--- src/rtl/match_variant_sequencer.sv ---
// match_variant_sequencer: sweeps a variant selector over 0..NUM_VARIANTS-1,
// holds each variant for SETTLE cycles, then samples the datapath result and
// compares it against a programmable expected table. Reports busy/done/pass,
// a saturating error count and the first failing variant.
// Optional build macro: MATCH_SEQ_STOP_ON_FAIL_EN ends the sweep at the first
// mismatch instead of running every variant.
module match_variant_sequencer #(
    parameter int NUM_VARIANTS = 3,
    parameter int DATA_W       = 8,
    parameter int SETTLE       = 1
) (
    input  logic                    _i_clk,
    input  logic                    _i_rst_n,
    input  logic                    _i_start,
    input  logic [DATA_W-1:0]       _i_result,
    input  logic                    _i_exp_wr_en,
    input  logic [7:0]              _i_exp_wr_idx,
    input  logic [DATA_W-1:0]       _i_exp_wr_data,
    output logic [2*8+DATA_W+2:0]   __output
);

    localparam int IDX_W = (NUM_VARIANTS > 1) ? $clog2(NUM_VARIANTS) : 1;
    localparam int CNT_W = (SETTLE > 1) ? $clog2(SETTLE) : 1;
    localparam logic [CNT_W-1:0] CNT_RELOAD = CNT_W'(SETTLE - 1);
    localparam logic [7:0] LAST_IDX = 8'(NUM_VARIANTS - 1);
    localparam logic [7:0] NO_FAIL  = 8'hFF;

    typedef enum logic [1:0] {IDLE, DRIVE, SAMPLE, DONE} state_t;

    state_t             state_q;
    logic [7:0]         idx_q;
    logic [CNT_W-1:0]   cnt_q;
    logic [DATA_W-1:0]  variant_q;
    logic               busy_q;
    logic               done_q;
    logic               pass_q;
    logic [7:0]         err_q;
    logic [7:0]         ff_q;
    logic [DATA_W-1:0]  exp_q [NUM_VARIANTS];

    logic               idle_like;
    logic               wr_ok;
    logic               mismatch;
    logic               last;
    logic               stop;
    logic [7:0]         err_d;
    logic [7:0]         ff_d;

    assign idle_like = (state_q == IDLE) || (state_q == DONE);
    assign wr_ok     = idle_like && _i_exp_wr_en &&
                       ({1'b0, _i_exp_wr_idx} < 9'(NUM_VARIANTS));
    // idx_q never leaves 0..NUM_VARIANTS-1, so the narrowed index is safe
    assign mismatch  = (_i_result != exp_q[idx_q[IDX_W-1:0]]);
    assign last      = (idx_q == LAST_IDX);
    assign err_d     = (mismatch && (err_q != 8'hFF)) ? err_q + 8'd1 : err_q;
    assign ff_d      = (mismatch && (ff_q == NO_FAIL)) ? idx_q : ff_q;

`ifdef MATCH_SEQ_STOP_ON_FAIL_EN
    assign stop = mismatch;
`else
    assign stop = 1'b0;
`endif

    // Sweep control: start, settle countdown, sample/compare, finish
    always_ff @(posedge _i_clk) begin
        if (!_i_rst_n) begin
            state_q   <= IDLE;
            idx_q     <= 8'd0;
            cnt_q     <= '0;
            variant_q <= '0;
            busy_q    <= 1'b0;
            done_q    <= 1'b0;
            pass_q    <= 1'b0;
            err_q     <= 8'd0;
            ff_q      <= NO_FAIL;
        end else begin
            case (state_q)
                IDLE, DONE: begin
                    if (_i_start) begin
                        state_q   <= DRIVE;
                        idx_q     <= 8'd0;
                        cnt_q     <= CNT_RELOAD;
                        variant_q <= '0;
                        busy_q    <= 1'b1;
                        done_q    <= 1'b0;
                        pass_q    <= 1'b0;
                        err_q     <= 8'd0;
                        ff_q      <= NO_FAIL;
                    end
                end
                DRIVE: begin
                    if (cnt_q == '0) state_q <= SAMPLE;
                    else             cnt_q   <= cnt_q - 1'b1;
                end
                SAMPLE: begin
                    err_q <= err_d;
                    ff_q  <= ff_d;
                    if (last || stop) begin
                        state_q   <= DONE;
                        busy_q    <= 1'b0;
                        done_q    <= 1'b1;
                        pass_q    <= (err_d == 8'd0);
                        variant_q <= '0;
                    end else begin
                        state_q   <= DRIVE;
                        idx_q     <= idx_q + 8'd1;
                        variant_q <= DATA_W'(idx_q + 8'd1);
                        cnt_q     <= CNT_RELOAD;
                    end
                end
                default: state_q <= IDLE;
            endcase
        end
    end

    // Expected table: cleared by reset, writable only while no sweep runs
    always_ff @(posedge _i_clk) begin
        if (!_i_rst_n) begin
            for (int i = 0; i < NUM_VARIANTS; i++) exp_q[i] <= '0;
        end else if (wr_ok) begin
            exp_q[_i_exp_wr_idx[IDX_W-1:0]] <= _i_exp_wr_data;
        end
    end

    assign __output = {variant_q, busy_q, done_q, pass_q, err_q, ff_q};

endmodule
--- config.mk ---
export PLATFORM = sky130hd
export DESIGN_NAME = match_variant_sequencer
export DESIGN_NICKNAME = d
export VERILOG_FILES = /design/src/rtl/match_variant_sequencer.sv
export SDC_FILE = /design/constraint.sdc
export NUM_CORES = 1
export LEC_CHECK = 0
export CAP_MARGIN = 20
export CORE_UTILIZATION = 58
export CTS_CLUSTER_DIAMETER = 150
export DETAILED_ROUTE_END_ITERATION = 7
export PLACE_DENSITY = 0.85
export SLEW_MARGIN = 30
export SYNTH_ARGS = -nofsm -noshare
export SYNTH_HDL_FRONTEND = slang
export SYNTH_SLANG_ARGS = --single-unit
--- constraint.sdc ---
create_clock -name _i_clk -period 4.4 [get_ports _i_clk]
set_input_delay 0.44 -clock _i_clk [delete_from_list [all_inputs] [get_ports _i_clk]]
set_output_delay 0.44 -clock _i_clk [all_outputs]
set_load 0.1 [all_outputs]
==> results of run 1 <==
==> area by class of cell <==
cell class                 count  share of cell area, %
clock buffer                  10                  3.042
clock inverter                 6                  1.461
inverter                       7                 0.6263
multi-input combinational    242                  38.14
sequential                    71                  41.52
tap                           72                  2.147
timing repair buffer          55                  13.06
==> worst max-delay path: stages, from the launching register on <==
cell and delay [ns]:
dfxtp_1 0.64, mux4_2 0.59, xnor2_1 0.21, nand4_2 0.20
o21ai_2 0.42, nor4b_2 0.28, o2111ai_1 0.12, o31ai_1 0.27
==> sequential cells by signal, summed over array words and instances, names as in the netlist, named ones only <==
| register | count |
|---|---|
| done_q | 1 |
| variant_q | 8 |
| ff_q | 8 |
| err_q | 8 |
| idx_q | 8 |
| pass_q | 1 |
| state_q | 2 |
| busy_q | 1 |
| exp_q | 32 |
==> kinds of logic (layout without fill, tap and decap cells) <==
kind of cell	Yosys count	count (layout)	synth area share (%)
DFF	71	71	50.49
buffers and inverters	30	78	3.881
other	1	8	0.1087
adders and majority gates	6	6	2.176
and+or+nand+nor	134	134	20.89
xor gates and xnor gates	16	16	4.280
AOI/OAI and AO/OA	67	67	11.93
muxes	11	11	6.238
==> power groups by stage <==
stage	clock network (mW)	registers (mW)	logic [mW]
global route	0.540	0.785	0.585
CTS	0.513	0.779	0.536
finish	0.512	0.779	0.543
global placement	0	0.790	0.523
floorplan	0	0.889	0.299
detailed placement	0	0.793	0.532
==> routing by layer <==
metal | share of wire, % | GRT usage, % | vias to the layer above
li1 | - | - | 1314
met3 | 6.4 | 9.540 | 15
met5 | 0 | 0 | -
met1 | 43 | 34.64 | 1310
met4 | 2.3 | 11.09 | 0
met2 | 48 | 46.03 | 115
==> worst paths after layout <==
path              slack (ns)  depth (start not counted)            to          from
setup / recovery        1.57                          7        pass_q          flop
hold reg to reg         0.48                          2  variant_q[6]  variant_q[6]
setup reg to reg        1.57                          7        pass_q          flop
hold / removal          0.48                          2  variant_q[6]  variant_q[6]
==> Yosys cell counts, types with 2 or more instances <==
library cell	n
o31ai_1	2
buf_2	2
mux2i_1	2
edfxtp_1	32
nor3_1	7
xor2_1	3
a22oi_1	6
and2_1	17
a311oi_1	3
a211oi_1	3
a21oi_1	19
buf_4	3
o211a_1	2
nand4_2	2
nand4_1	4
nand3_1	12
o21ai_2	2
nor2_1	39
inv_1	7
dfxtp_1	39
nand2b_1	4
nor3b_1	2
nand2_1	17
nor4_1	10
mux4_2	8
and3_1	13
clkbuf_1	16
ha_1	6
o21ai_0	22
xnor2_1	12
o21a_1	4
==> metrics.cfg, run 1 <==
[status]
status=finished clean

[floorplanning]
die_area_sq_um=6260
die_h_um=79.12
fp.dieW_um=79.12
coreArea_sq_um=5608
ios=55
row_count=27
initial_utilization_pct=61.51

[power_and_ir_drop]
p_leak_nw=1.555
p_comb_share_pct=29.6
p_switching_mw=0.6821
p_total_mw=1.834
pwr-share-seq_pct=42.5
peakVddDrop_mv=0.3516
swShare_pct=37.20
power.density_nw_per_um2=437.0
p_int_mw=1.151
pwr-share-clk_pct=27.9

[sta]
tns_ns=0
fin_ws_ns=1.570
max-slew-margin-rel_pct=33.52
worstMarginPinSlew_ns=0.9941
fin_worst_skew_ns=0.009315
fmax_mhz=353.4
fin_crit_sh_pct=64.32
finalCriticalPeriod_ns=2.830
finalHoldViolCount=0
fin_hold_ws_ns=0.4781
setup_viol=0
drv_slew=0
rsz0062_at_grt=false

[job]
timing.max_cap.violations=0

[detailed_routing]
ant_nets=0
avgViaCountPerCell=5.948
dr.first_iter.drc_count=240
firstDrtPassIters=5
drt-total-wl_um=8004
vias=2754
routedWlPerCell_um=17.29
drc=0

[worst_setup_path]
worstSetupEndpointType=flop
crit_required_ns=4.67
cp-start-kind=flop
cp.arrival_ns=3.10
path_max_fanout=13
path_class=reg2reg

[synth]
synthFlopType=dfxtp_1
yosys.area.top_type_share_pct=27.86
ys_seq_area_share_pct=50.49
yosysWarnings=0
synth-seq-cells=71
netlist-cell-type-count=47
synth_area_sq_um=3450
yosysTopAreaCell=edfxtp_1
syn_avg_cell_area_sq_um=10.27
syn_inst=336
synth_edf_count=32
async_flop_share_pct=0
synth.area.top_cells=edfxtp_1 (28%), dfxtp_1 (23%), mux4_2 (5.2%)

[place]
placed_area_sq_um=4006
dp_hpwl_um=5745
gp_congestion=0.8408
port_buffers=54
dp_slack_ns=1.372
dp.cells=447

[min_path]
hold_path_class=reg2reg

[clocking]
cts-root-buf=clkbuf_8
clock_path_buffers=2
cts_sinks=71
cts_tree=built
ctsResizeCount=0
cts_buffers=9
clk_latency_ns=0.36
htreeDepth=3
path_clk_slew_ns=0.08
post_cts_buffers=0
hold_buffers=0

[layout]
nets=420
synthToLayoutAreaGrowth_pct=21.62
multi_input_area_sq_um=1600
layout_common_cells=clkdlybuf4s50_1 (54), nor2_1 (39), dfxtp_1 (39), edfxtp_1 (32), o21ai_0 (22)
n_fill_cell=410
final_area_sq_um=4195
final-seq-area_sq_um=1742
drive_gt1_share_pct=8.696
final_common_cell=clkdlybuf4s50_1
fin_cells=463
diodes=0
fin_util_pct=74.81

[grt]
grtUsageTotal_pct=28.33
grt_pass1_wl_um=13100
grt_max_degree=24
grt_pass1_vias=2699
antenna_found_initial=0
overflow=0

(Power assumes the default switching activity.)
==> inputs of run 2 (changes only) <==
--- a/config.mk
+++ b/config.mk
@@ -6,10 +6,10 @@
 export NUM_CORES = 1
 export LEC_CHECK = 0
 export CAP_MARGIN = 20
-export CORE_UTILIZATION = 58
+export CORE_UTILIZATION = 48
 export CTS_CLUSTER_DIAMETER = 150
 export DETAILED_ROUTE_END_ITERATION = 7
-export PLACE_DENSITY = 0.85
+export PLACE_DENSITY = 0.76
 export SLEW_MARGIN = 30
 export SYNTH_ARGS = -nofsm -noshare
 export SYNTH_HDL_FRONTEND = slang
==> constraint.sdc (replaced) <==
create_clock -name _i_clk -period 2.3 [get_ports _i_clk]
set_input_delay 0.23 -clock _i_clk [delete_from_list [all_inputs] [get_ports _i_clk]]
set_output_delay 0.23 -clock _i_clk [all_outputs]
set_load 0.1 [all_outputs]
==> metrics.cfg, run 2 (synthesized netlist as in run 1, its figures left out) <==
[power_and_ir_drop]
p_comb_share_pct=33.0
swShare_pct=36.43
p_int_mw=2.307
power.density_nw_per_um2=817.8
pwr-share-clk_pct=26.5
p_leak_nw=1.739
pwr-share-seq_pct=40.5
p_total_mw=3.629
p_switching_mw=1.322
peakVddDrop_mv=0.3637

[detailed_routing]
routedWlPerCell_um=15.58
dr.first_iter.drc_count=126
drt-total-wl_um=7930
ant_nets=0
avgViaCountPerCell=5.491
firstDrtPassIters=4
vias=2795
drc=0

[layout]
largest_register_ffs=32
synthToLayoutAreaGrowth_pct=28.65
nets=442
layout_common_cells=buf_4 (49), nor2_1 (36), dfxtp_1 (32), edfxtp_1 (32), clkdlybuf4s50_1 (27)
diodes=0
final_area_sq_um=4438
top_register=exp_q
drive_gt1_share_pct=25.18
final_common_cell=buf_4

[grt]
grt_max_degree=20
antenna_found_initial=0
grt_pass1_wl_um=12560
overflow=0
grtUsageTotal_pct=22.20
grt_pass1_vias=2638

[floorplanning]
fp.dieW_um=86.78
die_h_um=86.78
row_count=30
die_area_sq_um=7530
ios=55
initial_utilization_pct=50.22
coreArea_sq_um=6869

[place]
port_buffers=54
dp_slack_ns=-0.03644
gp_congestion=0.8977
placed_area_sq_um=4139
dp_hpwl_um=5559

[worst_setup_path]
path_max_fanout=8
ff2ff_path_depth=8
crit_end=pass_q
crit_required_ns=2.56
worst_r2r_endpoint=pass_q
cp.arrival_ns=2.57
cp-start-kind=flop
regToRegSetupSlack_ns=-0.008
worstSetupEndpointType=flop
path_class=reg2reg

[sta]
fin_ws_ns=-0.007839
setup_viol=1
fin_crit_sh_pct=100.3
finalCriticalPeriod_ns=2.308
drv_slew=0
finalHoldViolCount=0
rsz0062_at_grt=true
fmax_mhz=433.3
fin_worst_skew_ns=0.008751

[clocking]
clock_path_buffers=2
cts_buffers=9
cts_tree=built
clk_latency_ns=0.34
htreeDepth=3
path_clk_slew_ns=0.08
cts-root-buf=clkbuf_8
cts_sinks=71
hold_buffers=0

[status]
status=complete, but fails checks
violations=setup timing

[min_path]
hold_path_class=reg2reg

[job]
timing.max_cap.violations=0

==> run 2: cell count changes in the layout (fill, tap and decap cells not counted), moves of 3 or more <==
cell             before  now
buf_4                 1   49
clkdlybuf4s50_1      54   27
dfxtp_1              39   32
dfxtp_2               0    7
nor2_1               39   36
nor2_2                0    3
xnor2_1              12    6
xnor2_2               1    7
==> run 2: how the worst min path moves through the flow <==
stage,start,end,slack (ns),depth (start not counted)
2_1_floorplan,_i_exp_wr_data[0],exp_q[3][0],0.33,0
3_5_place_dp,variant_q[6],variant_q[6],0.46,2
4_1_cts,variant_q[6],variant_q[6],0.47,2
5_1_grt,variant_q[6],variant_q[6],0.49,2
3_3_place_gp,variant_q[6],variant_q[6],0.45,2
6_report,variant_q[6],variant_q[6],0.47,2
==> run 2: layout make-up <==
cell class / instances / area (sq um)
Multi-Input combinational cell: 242 / 1695
Inverter: 7 / 26.28
Clock inverter: 7 / 63.81
Sequential cell: 71 / 1750
Fill cell: 548 / 2431
Timing Repair Buffer: 77 / 658.1
Tap cell: 96 / 120.1
Clock buffer: 9 / 123.9
==> run 2: metrics by stage <==
stage               setup TNS (ns)  hold slack [ns]  util [%]  std cells
finish                   -0.007839           0.4679     64.61        509
global route                -1.581           0.4889     64.61        509
floorplan                        0           0.3289         -        343
detailed placement        -0.03644           0.4634     60.26        491
CTS                              0           0.4738     63.33        509
global placement                 0           0.4494     60.26        491
==> run 2: critical path, cell delays in order, from the launching register on <==
cell       delay [ns]
dfxtp_2          0.34
buf_12           0.13
mux4_2           0.54
xnor2_2          0.18
nand4_2          0.20
o21ai_2          0.25
nor4b_4          0.22
o2111ai_1        0.13
o31ai_1          0.23
==> run 2: power by group through the flow <==
stage	Combinational (mW)	Clock (mW)	Sequential (mW)
after global routing	1.29	1.03	1.48
final	1.20	0.963	1.47
after detailed placement	1.14	0	1.49
after CTS	1.15	0.974	1.47
after global placement	1.13	0	1.49
after floorplan	0.572	0	1.70
==> run 2: per-layer routing <==
metal	share of wire [%]	track usage, %
met5	0	0
met4	3.5	13.79
met3	3.7	4.095
met2	49	34.92
met1	44	28.39
==> run 2: repair_timing <==
action / in CTS / in global routing
hold endpoints to repair: 0 / 0
pin swaps: 2 / 5
endpoints found under the setup margin: 1 / 41
resized for setup: 3 / 14
setup buffers: 2 / 0
==> inputs of run 3 (changes only) <==
--- a/config.mk
+++ b/config.mk
@@ -9,7 +9,8 @@
 export CORE_UTILIZATION = 48
 export CTS_CLUSTER_DIAMETER = 150
 export DETAILED_ROUTE_END_ITERATION = 7
-export PLACE_DENSITY = 0.76
+export PLACE_DENSITY = 0.77
+export SETUP_SLACK_MARGIN = 0.2
 export SLEW_MARGIN = 30
 export SYNTH_ARGS = -nofsm -noshare
 export SYNTH_HDL_FRONTEND = slang
==> metrics.cfg, run 3 (synthesized netlist as in run 1, its figures left out) <==
[worst_setup_path]
slowest_stage=mux4_2
path_class=reg2reg
regToRegSetupSlack_ns=0.01
ff2ff_path_depth=8
path_max_fanout=8
slowest_delay_ns=0.54
crit_required_ns=2.56
cp.arrival_ns=2.55
worst_r2r_endpoint=pass_q
cp-start-kind=flop
worstSetupEndpointType=flop
crit_chain=buf_12 > mux4_2 > xnor2_2 > nand4_4 > o21ai_2 > nor4b_4 > o2111ai_1 > o31ai_1

[clocking]
clock_path_buffers=2
path_clk_slew_ns=0.08
hold_buffers=0
cts-root-buf=clkbuf_8
cts_tree=built
clk_latency_ns=0.35
cts_buffers=9
cts_sinks=71
htreeDepth=3

[floorplanning]
die_h_um=86.78
row_count=30
die_area_sq_um=7530
fp.dieW_um=86.78
coreArea_sq_um=6869
ios=55
initial_utilization_pct=50.22

[sta]
setup_viol=0
max-slew-margin-rel_pct=63.53
drv_slew=0
fin_worst_skew_ns=0.01325
rsz0062_at_grt=true
fin_crit_sh_pct=99.51
finalCriticalPeriod_ns=2.289
worstMarginPinSlew_ns=0.5434
fmax_mhz=436.9
finalHoldViolCount=0

[place]
dp_hpwl_um=5361
port_buffers=54
gp_congestion=0.9055

[detailed_routing]
ant_nets=0
firstDrtPassIters=5
avgViaCountPerCell=5.563
drc=0
vias=2804
drt-total-wl_um=7775
routedWlPerCell_um=15.43
dr.first_iter.drc_count=150

[layout]
final-seq-area_sq_um=1767
n_fill_cell=533
final_common_cell=buf_4
top_register=exp_q
layout_common_cells=buf_4 (40), edfxtp_1 (32), nor2_1 (30), clkdlybuf4s50_1 (27), dfxtp_1 (23)
diodes=0
fin_util_pct=66.90
multi_input_area_sq_um=1821
largest_register_ffs=32
synthToLayoutAreaGrowth_pct=33.22
drive_gt1_share_pct=30.39
nets=437

[grt]
grt_pass1_vias=2561
top_usage_layer=met2
met1_usage_pct=29.36
grt_pass1_wl_um=12300
use_met2_pct=34.34
overflow=0
grt_max_degree=20
globalRouteMet3Util_pct=3.429
antenna_found_initial=0
grtUsageTotal_pct=21.49

[min_path]
hold_depth=2
hold_path_class=reg2reg
hold_end=variant_q[6]
hold_start=variant_q[6]

[job]
timing.max_cap.violations=0

[power_and_ir_drop]
p_leak_nw=1.742
p_total_mw=3.922
peakVddDrop_mv=0.3608
power.density_nw_per_um2=853.5

[status]
status=finished clean

==> run 3: cell count changes in the layout (fill, tap and decap cells not counted), moves of 2 or more <==
cell and change:
buf_4 -9, buf_6 +4, clkinv_2 -3, dfxtp_1 -9, dfxtp_2 +7, dfxtp_4 +2, inv_6 +3, nand2b_1 -2
nand2b_2 +2, nor2_1 -6, nor2_4 +6, o21ai_0 -4, o21ai_1 +4
==> run 3: timing repair <==
item,4_1_cts,5_1_grt
resized for setup,17,25
endpoints found under the setup margin,40,59
gates cloned,0,0
pin swaps,7,10
buffers inserted,1,0
==> run 3: power by group <==
part | total [mW] | internal [mW] | leakage [nW] | switching (mW)
Sequential | 1.49 | 1.41 | 0.643 | 0.0779
Clock | 1.14 | 0.624 | 0.111 | 0.514
Combinational | 1.30 | 0.455 | 0.988 | 0.842
Total | 3.92 | 2.49 | 1.74 | 1.43
==> run 3: worst max-delay path by stage <==
| stage | startpoint | end | slack [ns] | cells after the start |
|---|---|---|---|---|
| floorplan | flop | pass_q | 0.15 | 8 |
| global placement | flop | pass_q | 0.06 | 8 |
| detailed placement | flop | pass_q | -0.05 | 8 |
| CTS | flop | pass_q | 0.04 | 8 |
| global route | flop | pass_q | -0.13 | 8 |
| finish | flop | pass_q | 0.01 | 8 |
==> run 3: layout make-up <==
| class | count | area share [%] |
|---|---|---|
| Clock buffer | 9 | 2.695 |
| Timing Repair Buffer | 72 | 13.83 |
| Tap cell | 96 | 2.614 |
| Clock inverter | 7 | 2.232 |
| Multi-Input combinational cell | 242 | 39.61 |
| Sequential cell | 71 | 38.44 |
| Inverter | 7 | 0.5717 |
==> run 3: stage by stage <==
step	hold slack [ns]	cells	setup WS, ns	TNS [ns]	cell area, sq um
after global routing	0.5007	504	-0.1321	-0.3731	4596
after detailed placement	0.4615	487	-0.04555	-0.06250	4179
final	0.4666	504	0.01135	0	4596
after global placement	0.4505	487	0.05878	0	4179
after CTS	0.4734	504	0.04079	0	4498
after floorplan	0.3289	343	0.1540	0	3557
==> run 3: critical path, delay by kind of cell (launching register included) <==
family,cells,cell delay [ns]
AOI/OAI and AO/OA,3,0.60
muxes,1,0.54
xor gates and xnor gates,1,0.19
buffers and inverters,1,0.14
DFF,1,0.35
and+or+nand+nor,2,0.39
==> run 3: metal layers <==
metal | part of all wire [%] | wire (um)
met4 | 1.5 | 113
met3 | 5.4 | 417
met5 | 0 | 0
met2 | 50 | 3873
met1 | 43 | 3370
